--- src/rtl/keypad_entry_if.sv ---
// Time-entry bus between the keypad producer and the oven controller.
interface keypad_entry_if;
    logic       enable;
    logic       entry_clr;
    logic [3:0] digit;
    logic       digit_valid;
    logic [3:0] mins;
    logic [3:0] sec_tens;
    logic [3:0] sec_ones;
    logic       entry_nonzero;
    logic       time_valid;

    modport master (
        input  enable, entry_clr,
        output digit, digit_valid, mins, sec_tens, sec_ones, entry_nonzero, time_valid
    );

    modport slave (
        output enable, entry_clr,
        input  digit, digit_valid, mins, sec_tens, sec_ones, entry_nonzero, time_valid
    );
endinterface

--- src/rtl/keypad_entry.sv ---
// Keypad debouncer and 3-digit time-entry shift register (mins, sec_tens, sec_ones).
// Optional KEYPAD_CLAMP_EN: clamp sec_tens > 5 to x:59 after each shift.
module keypad_entry #(
    parameter int DEBOUNCE_CYCLES = 8,
    parameter int CNT_W           = 4
) (
    input  logic        clock,
    input  logic        clearn,
    input  logic [9:0]  keypad,
    keypad_entry_if.master ent
);

    typedef enum logic [1:0] {IDLE, DEBOUNCE, HELD, RELEASE} state_t;

    localparam logic [CNT_W-1:0] CNT_LAST = CNT_W'(DEBOUNCE_CYCLES - 1);
    localparam logic [CNT_W-1:0] CNT_DONE = CNT_W'(DEBOUNCE_CYCLES);

    function automatic logic is_onehot(input logic [9:0] v);
        return (v != '0) && ((v & (v - 10'd1)) == '0);
    endfunction

    function automatic logic [3:0] enc(input logic [9:0] v);
        logic [3:0] r;
        r = '0;
        for (int i = 0; i < 10; i++)
            if (v[i]) r = 4'(i);
        return r;
    endfunction

    logic [9:0]       sync1, ks;
    logic [9:0]       key_code;
    logic [CNT_W-1:0] cnt;
    state_t           state;
    logic [3:0]       digit_r;
    logic             digit_valid_r;
    logic [3:0]       mins_r, tens_r, ones_r;
    logic             accept, emit;
    logic [3:0]       new_tens, new_ones;

    always_ff @(posedge clock or negedge clearn) begin
        if (!clearn) begin
            sync1 <= '0;
            ks    <= '0;
        end else begin
            sync1 <= keypad;
            ks    <= sync1;
        end
    end

    // The press is accepted on the edge that would bring cnt to DEBOUNCE_CYCLES.
    always_comb begin
        accept = (state == DEBOUNCE) && (ks == key_code) && (cnt >= CNT_LAST);
        emit   = accept && ent.enable;
    end

    always_ff @(posedge clock or negedge clearn) begin
        if (!clearn) begin
            state         <= IDLE;
            cnt           <= '0;
            key_code      <= '0;
            digit_r       <= '0;
            digit_valid_r <= 1'b0;
        end else begin
            digit_valid_r <= 1'b0;
            case (state)
                IDLE: begin
                    if (is_onehot(ks)) begin
                        key_code <= ks;
                        cnt      <= CNT_W'(1);
                        state    <= DEBOUNCE;
                    end else if (ks != '0) begin
                        state <= HELD;
                    end
                end
                DEBOUNCE: begin
                    if (ks == '0) begin
                        cnt   <= '0;
                        state <= IDLE;
                    end else if (!is_onehot(ks)) begin
                        state <= HELD;
                    end else if (ks != key_code) begin
                        key_code <= ks;
                        cnt      <= CNT_W'(1);
                    end else if (accept) begin
                        cnt   <= CNT_DONE;
                        state <= HELD;
                        if (emit) begin
                            digit_valid_r <= 1'b1;
                            digit_r       <= enc(key_code);
                        end
                    end else begin
                        cnt <= cnt + CNT_W'(1);
                    end
                end
                HELD: begin
                    if (ks == '0) begin
                        cnt   <= CNT_W'(1);
                        state <= RELEASE;
                    end
                end
                RELEASE: begin
                    if (ks != '0) begin
                        state <= HELD;
                    end else if (cnt >= CNT_LAST) begin
                        cnt   <= '0;
                        state <= IDLE;
                    end else begin
                        cnt <= cnt + CNT_W'(1);
                    end
                end
                default: state <= IDLE;
            endcase
        end
    end

    always_comb begin
        new_tens = ones_r;
        new_ones = enc(key_code);
`ifdef KEYPAD_CLAMP_EN
        if (new_tens > 4'd5) begin
            new_tens = 4'd5;
            new_ones = 4'd9;
        end
`endif
    end

    // A clear wins over a simultaneous shift; the strobe still fires.
    always_ff @(posedge clock or negedge clearn) begin
        if (!clearn) begin
            mins_r <= '0;
            tens_r <= '0;
            ones_r <= '0;
        end else if (ent.entry_clr) begin
            mins_r <= '0;
            tens_r <= '0;
            ones_r <= '0;
        end else if (emit) begin
            mins_r <= tens_r;
            tens_r <= new_tens;
            ones_r <= new_ones;
        end
    end

    assign ent.digit         = digit_r;
    assign ent.digit_valid   = digit_valid_r;
    assign ent.mins          = mins_r;
    assign ent.sec_tens      = tens_r;
    assign ent.sec_ones      = ones_r;
    assign ent.entry_nonzero = |{mins_r, tens_r, ones_r};
`ifdef KEYPAD_CLAMP_EN
    assign ent.time_valid    = 1'b1;
`else
    assign ent.time_valid    = (tens_r <= 4'd5);
`endif

endmodule

--- src/flat_wrapper.sv ---
// flat-port wrapper written by rule: the top's interface ports become plain ports
module keypad_entry_flat 
#(
    parameter int DEBOUNCE_CYCLES = 8,
    parameter int CNT_W           = 4
)
  (clock, clearn, keypad, ent_enable, ent_entry_clr, ent_digit, ent_digit_valid, ent_mins, ent_sec_tens, ent_sec_ones, ent_entry_nonzero, ent_time_valid);
  keypad_entry_if ent_i ();
  input  logic clock;
  input  logic clearn;
  input  logic [9:0] keypad;
  input wire logic [$bits(ent_i.enable)-1:0] ent_enable;
  input wire logic [$bits(ent_i.entry_clr)-1:0] ent_entry_clr;
  output wire logic [$bits(ent_i.digit)-1:0] ent_digit;
  output wire logic [$bits(ent_i.digit_valid)-1:0] ent_digit_valid;
  output wire logic [$bits(ent_i.mins)-1:0] ent_mins;
  output wire logic [$bits(ent_i.sec_tens)-1:0] ent_sec_tens;
  output wire logic [$bits(ent_i.sec_ones)-1:0] ent_sec_ones;
  output wire logic [$bits(ent_i.entry_nonzero)-1:0] ent_entry_nonzero;
  output wire logic [$bits(ent_i.time_valid)-1:0] ent_time_valid;
  assign ent_i.enable = ent_enable;
  assign ent_i.entry_clr = ent_entry_clr;
  assign ent_digit = ent_i.digit;
  assign ent_digit_valid = ent_i.digit_valid;
  assign ent_mins = ent_i.mins;
  assign ent_sec_tens = ent_i.sec_tens;
  assign ent_sec_ones = ent_i.sec_ones;
  assign ent_entry_nonzero = ent_i.entry_nonzero;
  assign ent_time_valid = ent_i.time_valid;
  keypad_entry #(.DEBOUNCE_CYCLES(DEBOUNCE_CYCLES), .CNT_W(CNT_W)) u_core (.clock(clock), .clearn(clearn), .keypad(keypad), .ent(ent_i));
endmodule
--- config.mk ---
export PLATFORM = sky130hd
export DESIGN_NAME = keypad_entry_flat
export DESIGN_NICKNAME = d
export VERILOG_FILES = /design/src/rtl/keypad_entry_if.sv /design/src/rtl/keypad_entry.sv /design/src/flat_wrapper.sv
export SDC_FILE = /design/constraint.sdc
export NUM_CORES = 1
export LEC_CHECK = 0
export CELL_PAD_IN_SITES_DETAIL_PLACEMENT = 1
export CELL_PAD_IN_SITES_GLOBAL_PLACEMENT = 1
export CORE_ASPECT_RATIO = 1.2
export CORE_UTILIZATION = 42
export CTS_CLUSTER_DIAMETER = 200
export CTS_CLUSTER_SIZE = 20
export DETAILED_ROUTE_END_ITERATION = 10
export PLACE_DENSITY_LB_ADDON = 0.1
export SETUP_SLACK_MARGIN = 0.3
export SLEW_MARGIN = 5
export SYNTH_ARGS = -nofsm -noshare
export SYNTH_HDL_FRONTEND = slang
export SYNTH_SLANG_ARGS = --single-unit
--- constraint.sdc ---
create_clock -name clock -period 2.9 [get_ports clock]
set_clock_uncertainty 0.05 [all_clocks]
set_input_delay 0.58 -clock clock [delete_from_list [all_inputs] [get_ports clock]]
set_output_delay 0.58 -clock clock [all_outputs]
set_load 0.01 [all_outputs]
==> results of run 1 <==
==> routing by layer <==
metal	global-route usage	up-vias	share of wire
met2	0.327	31	0.52
met1	0.247	855	0.44
met5	0	-	0
met4	0.0527	0	0.013
li1	-	811	-
met3	0.0437	7	0.028
==> what timing repair did <==
action,in CTS,in global routing
endpoints found under the setup margin,16,13
gates cloned,0,1
pin swaps,0,8
gates resized for setup,8,22
buffers inserted,0,4
hold buffers,0,0
==> per-stage QoR <==
stage | instances | setup WS, ns
floorplan | 205 | 0.378
global placement | 297 | 0.318
detailed placement | 297 | 0.163
CTS | 305 | 0.315
global route | 310 | 0.267
finish | 310 | 0.343
==> kinds of logic (layout without fill, tap and decap cells) <==
logic type	count (synthesis)	in the layout
DFF	53	53
muxes	16	16
xor gates and xnor gates	10	10
and+or+nand+nor	69	69
buffers and inverters	13	56
adders and majority gates	2	2
AOI/OAI and AO/OA	42	42
==> report_power, final <==
group	switching [uW]	total (uW)	internal, uW
Combinational	31.7	63.9	32.2
Sequential	22.3	777	754
Clock	230	402	171
Total	284	1240	958
==> worst paths after layout <==
kind                                 start                  to  slack (ns)  cells after the start
hold / removal                      clearn       u_core.cnt[2]        0.18                      1
max in group asynchronous           clearn        u_core.ks[2]        1.80                      2
setup / recovery              u_core.ks[2]  u_core.key_code[0]        0.34                      7
hold reg to reg            u_core.sync1[6]        u_core.ks[6]        0.31                      0
setup reg to reg              u_core.ks[2]  u_core.key_code[0]        0.34                      7
min in group clock         u_core.sync1[6]        u_core.ks[6]        0.31                      0
==> final cells by class <==
cell class	instances	area share
repair buffers	42	0.135
inverters	6	0.00766
well taps	62	0.0264
multi-input cells	139	0.349
clock inverters	1	0.00255
flip-flops and latches	53	0.453
clock buffers	7	0.0259
==> cells in the mapped netlist, drive strengths merged, types with 2 or more instances <==
master and n:
inv 6, nor4 10, xnor2 10, a21boi 2, a21oi 21, nor2b 3
a21o 2, nor3b 2, mux2 14, o21ai 9, nor2 8, or4b 4
nand4 3, buf 2, a211oi 2, dfrtp 53, mux2i 2, nand2 26
clkbuf 5, or4 2, nor4b 2
==> worst max-delay path, cell delays in order, from the launching register on <==
cell and delay, ns:
dfrtp_2 0.45, or4_4 0.65, nor4_4 0.23, or4_4 0.17
o21ai_4 0.09, a211oi_4 0.29, buf_6 0.18, mux2_2 0.34
==> state kept, by name, summed over array words and instances, names as in the netlist, named ones only <==
register                count
u_core.key_code            10
u_core.ks                  10
u_core.sync1               10
u_core.cnt                  4
u_core.ent.digit            4
u_core.ent.mins             4
u_core.ent.sec_ones         4
u_core.ent.sec_tens         4
u_core.ent.digit_valid      1
u_core.state                1
==> flow_metrics.env, run 1 <==
export IMPL_tightest_slew_ns=0.629
export IMPL_drt_wirelength_per_cell_microns=17.3
export IMPL_start_util=0.436
export IMPL_cts_made_buffers=5
export IMPL_power_uw=1240
export IMPL_mostFrequentLayoutCells="dfrtp_1, clkdlybuf4s50_1, nand2_1, a21oi_1, mux2_2"
export IMPL_cp_required_ns=3.04
export IMPL_hold_viol=0
export IMPL_yosys_area_share_simple=0.166
export IMPL_cts_sinks=53
export IMPL_yosysTopAreaCell="dfrtp_1"
export IMPL_core_area_sq_mm=0.00530
export IMPL_drv_cap=0
export IMPL_synth_edf_count=0
export IMPL_grt_max_degree=34
export IMPL_dpl_hpwl_microns=3660
export IMPL_synth_xor_area_frac=0.0379
export IMPL_die_w_microns=69.7
export IMPL_grt_pass1_vias=1784
export IMPL_grt_pass1_wl_microns=8890
export IMPL_route_final_wire_length_microns=5380
export IMPL_clkLatencyLatePin_ns=0.30
export IMPL_rows=29
export IMPL_htree_levels=2
export IMPL_nets=262
export IMPL_fillCellCount=565
export IMPL_drt_iter0_markers=53
export IMPL_layout_drive_gt1_share=0.218
export IMPL_final_cell_area_sq_mm=0.00294
export IMPL_globalplace_congestion=0.787
export IMPL_track_usage=0.192
export IMPL_die_area_sq_mm=0.00580
export IMPL_synth_top_area_frac=0.575
export IMPL_cts_buffer_depth=2
export IMPL_num_vias=1704
export IMPL_arrival_ns=2.70
export IMPL_crit_type="flop to flop"
export IMPL_syn_area_per_cell_sq_um=11.3
export IMPL_fin_crit_ns=2.56
export IMPL_die_h_microns=83.2
export IMPL_antenna_found_initial=0
export IMPL_insertedDiodeCount=0
export IMPL_power_density_mw_per_mm2=422
export IMPL_yosysSeqAreaShare=0.575
export IMPL_setup_tns_final_ns=0
export IMPL_rsz0062_at_grt="true"
export IMPL_cts_tree="done"
export IMPL_crit_path_end_kind="flop"
export IMPL_vias_per_cell=5.50
export IMPL_min_path_type="input port to async pin"
export IMPL_portBuffers=32
export IMPL_multi_input_area_sq_mm=0.00103
export IMPL_synthTopCellsByArea="dfrtp_1, mux2_2, a21oi_1"
export IMPL_holdWs_ns=0.175
export IMPL_synth_top_family_by_area="simple AND/OR/NAND/NOR gates"
export IMPL_setup_viol=0
export IMPL_max_freq_mhz=391
export IMPL_regArea_sq_mm=0.00133
export IMPL_synth_fa_ha_area_frac=0.00976
export IMPL_p_leak_uw=0.00119
export IMPL_synth_seq_cells=53
export IMPL_synth_area_sq_mm=0.00231
export IMPL_grt_overflow=0
export IMPL_yosysUniqueCellTypes=44
export IMPL_peakVddDrop_mv=0.242
export IMPL_startpoint_type="flop"
export IMPL_timing_final_crit_share=0.882
export IMPL_drt_first_pass_iters=4
export IMPL_synth_flop_cell="dfrtp_1"
export IMPL_finalMaxSlewViolations=0
export IMPL_yosys_warnings=0
export IMPL_final_common_cell="dfrtp_1"
export IMPL_clkTransAtPathRegs_ns=0.09
export IMPL_post_route_util=0.555
export IMPL_outcome="completed"
export IMPL_synth_fp_nets=220
export IMPL_io_pins=33
export IMPL_synthCells=205
export IMPL_crit_fanout=7
export IMPL_relSlewSlack=0.577
export IMPL_muxShareOfSynthArea=0.0770
export IMPL_drcViolationCount=0
export IMPL_synth_async_reset_ratio=1.00
export IMPL_cts_root_buf="clkbuf_8"
export IMPL_postRouteAntennaNets=0
export IMPL_place_area_sq_mm=0.00271
export IMPL_area_growth_pct=27.4
export IMPL_synth_compound_area_frac=0.113
No activity file was read; power rests on OpenSTA's default activity.
==> inputs of run 2 (changes only) <==
--- a/config.mk
+++ b/config.mk
@@ -8,13 +8,12 @@
 export CELL_PAD_IN_SITES_DETAIL_PLACEMENT = 1
 export CELL_PAD_IN_SITES_GLOBAL_PLACEMENT = 1
 export CORE_ASPECT_RATIO = 1.2
+export CORE_MARGIN = 2
 export CORE_UTILIZATION = 42
 export CTS_CLUSTER_DIAMETER = 200
-export CTS_CLUSTER_SIZE = 20
 export DETAILED_ROUTE_END_ITERATION = 10
 export PLACE_DENSITY_LB_ADDON = 0.1
 export SETUP_SLACK_MARGIN = 0.3
-export SLEW_MARGIN = 5
 export SYNTH_ARGS = -nofsm -noshare
 export SYNTH_HDL_FRONTEND = slang
 export SYNTH_SLANG_ARGS = --single-unit
==> flow_metrics.env, run 2 (same netlist as run 1, synthesis figures left out) <==
export IMPL_clkLatencyLatePin_ns=0.31
export IMPL_outcome="completed"
export IMPL_insertedDiodeCount=0
export IMPL_die_w_microns=71.7
export IMPL_min_path_type="input port to async pin"
export IMPL_start_util=0.436
export IMPL_core_area_sq_mm=0.00530
export IMPL_rsz0062_at_grt="false"
export IMPL_io_pins=33
export IMPL_timing_final_crit_share=0.880
export IMPL_route_final_wire_length_microns=5560
export IMPL_final_common_cell="dfrtp_1"
export IMPL_drv_cap=0
export IMPL_relSlewSlack=0.624
export IMPL_drt_first_pass_iters=4
export IMPL_track_usage=0.184
export IMPL_startpoint_type="flop"
export IMPL_grt_max_degree=26
export IMPL_grt_pass1_vias=1766
export IMPL_cp_required_ns=3.04
export IMPL_dpl_hpwl_microns=3760
export IMPL_startpoint="u_core.ks[4]"
export IMPL_post_route_util=0.560
export IMPL_mostFrequentLayoutCells="dfrtp_1, clkdlybuf4s50_1, nand2_1, a21oi_1, mux2_2"
export IMPL_layout_drive_gt1_share=0.232
export IMPL_drt_iter0_markers=67
export IMPL_die_area_sq_mm=0.00611
export IMPL_crit_type="flop to flop"
export IMPL_crit_path_end_kind="flop"
export IMPL_biggestRegsByFlops="u_core.key_code x10, u_core.ks x10, u_core.sync1 x10"
export IMPL_setup_viol=0
export IMPL_fin_ws_ns=0.349
export IMPL_setup_tns_final_ns=0
export IMPL_tightest_slew_ns=0.560
export IMPL_rows=29
export IMPL_htree_levels=2
export IMPL_reg2reg_from="u_core.ks[4]"
export IMPL_peakVddDrop_mv=0.259
export IMPL_nets=264
export IMPL_cts_root_buf="clkbuf_8"
export IMPL_crit_fanout=7
export IMPL_hold_viol=0
export IMPL_vias_per_cell=5.59
export IMPL_area_growth_pct=28.5
export IMPL_arrival_ns=2.69
export IMPL_drt_wirelength_per_cell_microns=17.8
export IMPL_placed_cells_incl_taps=298
export IMPL_antenna_found_initial=0
export IMPL_postRouteAntennaNets=0
export IMPL_pre_cts_slack_ns=0.168
export IMPL_cts_tree="done"
export IMPL_cts_buffer_depth=2
export IMPL_p_leak_uw=0.00120
export IMPL_power_density_mw_per_mm2=421
export IMPL_r2r_end="u_core.key_code[5]"
export IMPL_finalMaxSlewViolations=0
export IMPL_max_freq_mhz=392
export IMPL_r2r_cells=7
export IMPL_r2r_slack_ns=0.35
export IMPL_grt_overflow=0
export IMPL_clkTransAtPathRegs_ns=0.09
export IMPL_drcViolationCount=0
export IMPL_globalplace_congestion=0.804
export IMPL_fin_crit_ns=2.55
export IMPL_portBuffers=32
export IMPL_grt_pass1_wl_microns=8740
export IMPL_cts_made_buffers=5
export IMPL_cts_sinks=53
export IMPL_layout_cells_non_filler=312
export IMPL_num_vias=1744
export IMPL_die_h_microns=85.2
[run 2: critical path: stages, from the launching register on]
cell and delay [ns]:
dfrtp_2 0.45, or4_4 0.66, or3_1 0.34, and3_4 0.21, o21ai_4 0.21, a211oi_4 0.07
buf_6 0.15, mux2_2 0.28
[run 2: what timing repair did]
item / CTS / global route
hold buffers: 0 / 0
gates resized for setup: 8 / 22
pin swaps: 0 / 8
endpoints found under the setup margin: 16 / 14
cloned: 0 / 1
setup buffers: 0 / 5
[run 2: layout make-up]
cell class	count	area (sq um)
sequential	53	1340
timing repair buffer	44	413
clock buffer	7	76.3
inverter	6	22.5
tap	62	77.6
fill	557	2330
clock inverter	1	7.51
multi-input combinational	139	1030
[run 2: power by group]
group          switching [uW]  leakage [uW]  internal, uW
Sequential               22.3      0.000677           755
Clock                     234     0.0000385           171
Combinational            32.0      0.000488          33.6
[run 2: metrics by stage]
| stage | total power (uW) | cell area, sq um | hold WS (ns) |
|---|---|---|---|
| floorplan | 801 | 2310 | 0.234 |
| global placement | 840 | 2720 | 0.283 |
| detailed placement | 844 | 2720 | 0.287 |
| CTS | 1250 | 2840 | 0.0288 |
| global route | 1300 | 2970 | 0.0215 |
| finish | 1250 | 2970 | 0.0218 |
[run 2: worst max path at each step]
stage	cells after the start	slack [ns]	to
floorplan	7	0.38	u_core.key_code[0]
global placement	7	0.32	u_core.key_code[3]
detailed placement	7	0.17	u_core.key_code[3]
CTS	7	0.29	u_core.key_code[3]
global route	7	0.28	u_core.key_code[5]
finish	7	0.35	u_core.key_code[5]
[run 2: routing by layer]
metal | vias up | global-route usage | routed length, microns
met5 | - | 0 | 0
met4 | 0 | 0.0566 | 74
met3 | 8 | 0.0416 | 189
met2 | 33 | 0.321 | 3090
met1 | 888 | 0.226 | 2200
li1 | 815 | - | -
==> inputs of run 3 (changes only) <==
--- a/config.mk
+++ b/config.mk
@@ -5,11 +5,12 @@
 export SDC_FILE = /design/constraint.sdc
 export NUM_CORES = 1
 export LEC_CHECK = 0
+export ABC_AREA = 1
 export CELL_PAD_IN_SITES_DETAIL_PLACEMENT = 1
 export CELL_PAD_IN_SITES_GLOBAL_PLACEMENT = 1
 export CORE_ASPECT_RATIO = 1.2
 export CORE_MARGIN = 2
-export CORE_UTILIZATION = 42
+export CORE_UTILIZATION = 41
 export CTS_CLUSTER_DIAMETER = 200
 export DETAILED_ROUTE_END_ITERATION = 10
 export PLACE_DENSITY_LB_ADDON = 0.1
==> flow_metrics.env, run 3 <==
export IMPL_timing_final_crit_share=0.800
export IMPL_rsz0062_at_grt="false"
export IMPL_power_uw=1620
export IMPL_final_common_cell="nand2_1"
export IMPL_drt_first_pass_iters=4
export IMPL_die_h_microns=90.1
export IMPL_cts_root_buf="clkbuf_8"
export IMPL_track_usage=0.194
export IMPL_layout_drive_gt1_share=0.153
export IMPL_io_pins=33
export IMPL_die_area_sq_mm=0.00682
export IMPL_tightest_slew_ns=0.514
export IMPL_yosysUniqueCellTypes=31
export IMPL_min_path_type="input port to async pin"
export IMPL_multi_input_area_sq_mm=0.00101
export IMPL_clkLatencyLatePin_ns=0.31
export IMPL_yosysSeqAreaShare=0.524
export IMPL_grt_max_degree=24
export IMPL_p_comb_frac=0.205
export IMPL_setup_viol=0
export IMPL_route_final_wire_length_microns=5720
export IMPL_synthCells=288
export IMPL_synthMostInstantiatedCell="nand2_1"
export IMPL_portBuffers=32
export IMPL_postRouteAntennaNets=0
export IMPL_startpoint_type="flop"
export IMPL_power_density_mw_per_mm2=534
export IMPL_syn_area_per_cell_sq_um=8.78
export IMPL_start_util=0.421
export IMPL_place_area_sq_mm=0.00294
export IMPL_setup_tns_final_ns=0
export IMPL_outcome="completed"
export IMPL_grt_pass1_vias=2163
export IMPL_synth_top_area_frac=0.524
export IMPL_die_w_microns=75.7
export IMPL_cts_tree="done"
export IMPL_synth_seq_cells=53
export IMPL_yosysTopAreaCell="dfrtp_1"
export IMPL_finalMaxSlewViolations=0
export IMPL_sequentialPowerShare=0.524
export IMPL_hold_viol=0
export IMPL_internal_power_uw=1080
export IMPL_globalplace_congestion=0.756
export IMPL_drcViolationCount=0
export IMPL_synthTopCellsByArea="dfrtp_1, nand2_1, inv_1"
export IMPL_num_vias=1996
export IMPL_synth_flop_cell="dfrtp_1"
export IMPL_post_cts_resize_count=0
export IMPL_synth_fp_nets=303
export IMPL_core_area_sq_mm=0.00601
export IMPL_rows=31
export IMPL_holdWs_ns=0.174
export IMPL_cts_buffer_depth=2
export IMPL_post_cts_setup_buffers=0
export IMPL_grt_overflow=0
export IMPL_vias_per_cell=4.88
export IMPL_power_switching_uw=536
export IMPL_p_leak_uw=0.00137
export IMPL_arrival_ns=1.69
export IMPL_drt_iter0_markers=52
export IMPL_synth_edf_count=0
export IMPL_synth_area_sq_mm=0.00253
export IMPL_p_clk_frac=0.271
export IMPL_swShare=0.331
export IMPL_cp_required_ns=2.27
export IMPL_crit_type="flop to output port"
export IMPL_grt_pass1_wl_microns=10200
export IMPL_insertedDiodeCount=0
export IMPL_drt_wirelength_per_cell_microns=14.0
export IMPL_hold_buffers=0
export IMPL_post_route_util=0.505
export IMPL_fin_crit_ns=2.32
export IMPL_regArea_sq_mm=0.00133
export IMPL_relSlewSlack=0.657
export IMPL_max_freq_mhz=431
export IMPL_final_cell_area_sq_mm=0.00303
export IMPL_nets=341
export IMPL_drv_cap=0
export IMPL_clkTransAtPathRegs_ns=0.10
export IMPL_mostFrequentLayoutCells="nand2_1, dfrtp_1, inv_1, nor2_1, clkdlybuf4s50_1"
export IMPL_fillCellCount=713
export IMPL_cts_sinks=53
export IMPL_cts_made_buffers=5
export IMPL_biggestRegsByFlops="u_core.key_code x10, u_core.ks x10, u_core.sync1 x10"
export IMPL_area_growth_pct=19.9
export IMPL_crit_path_end_kind="output port"
export IMPL_peakVddDrop_mv=0.345
export IMPL_synth_async_reset_ratio=1.00
export IMPL_htree_levels=2
export IMPL_crit_fanout=3
export IMPL_antenna_found_initial=0
export IMPL_yosys_warnings=0
export IMPL_dpl_hpwl_microns=4400
export IMPL_synthTopCellsByCount="nand2_1, dfrtp_1, inv_1"
[run 3: final timing paths]
path	slack, ns	cells after the start	start	to
hold reg to reg	0.31	0	u_core.sync1[8]	u_core.ks[8]
setup / recovery	0.58	3	u_core.ent.sec_ones[2]	ent_entry_nonzero
min in group clock	0.31	0	u_core.sync1[8]	u_core.ks[8]
hold / removal	0.17	1	clearn	u_core.ks[0]
max in group asynchronous	1.95	2	clearn	u_core.ent.mins[2]
setup reg to reg	0.96	11	u_core.ks[3]	u_core.key_code[4]
[run 3: stage by stage]
step	setup WS, ns	cells
finish	0.580	409
floorplan	1.25	288
global route	0.512	409
CTS	0.564	409
detailed placement	0.932	401
global placement	0.903	401
[run 3: critical path, stage by stage, from the launching register on]
cell	delay, ns
dfrtp_1	0.43
nor4_1	0.34
nand3_1	0.12
clkdlybuf4s50_1	0.49
[run 3: power groups by stage]
| stage | registers, uW | logic [uW] | clock network, uW |
|---|---|---|---|
| 6_report | 848 | 333 | 439 |
| 5_1_grt | 858 | 390 | 485 |
| 4_1_cts | 849 | 340 | 459 |
| 3_5_place_dp | 863 | 337 | 0 |
| 3_3_place_gp | 863 | 326 | 0 |
| 2_1_floorplan | 831 | 258 | 0 |
[run 3: layer usage]
layer | global-route usage | wire length [microns] | part of all wire
met3 | 0.0314 | 126 | 0.022
met2 | 0.321 | 2990 | 0.52
met1 | 0.252 | 2510 | 0.44
met4 | 0.0643 | 97 | 0.017
met5 | 0 | 0 | 0
[run 3: kinds of logic after synthesis]
| group | after synthesis | synth area share |
|---|---|---|
| xor gates and xnor gates | 5 | 0.0173 |
| adders and majority gates | 1 | 0.00494 |
| buffers and inverters | 47 | 0.0762 |
| DFF | 53 | 0.524 |
| and+or+nand+nor | 138 | 0.264 |
| AOI/OAI and AO/OA | 44 | 0.113 |
[run 3: area by class of cell]
cell class / instances / share of cell area
timing repair buffer: 35 / 0.111
clock buffer: 5 / 0.0227
tap: 82 / 0.0338
clock inverter: 3 / 0.00866
sequential: 53 / 0.437
inverter: 43 / 0.0532
multi-input combinational: 188 / 0.333
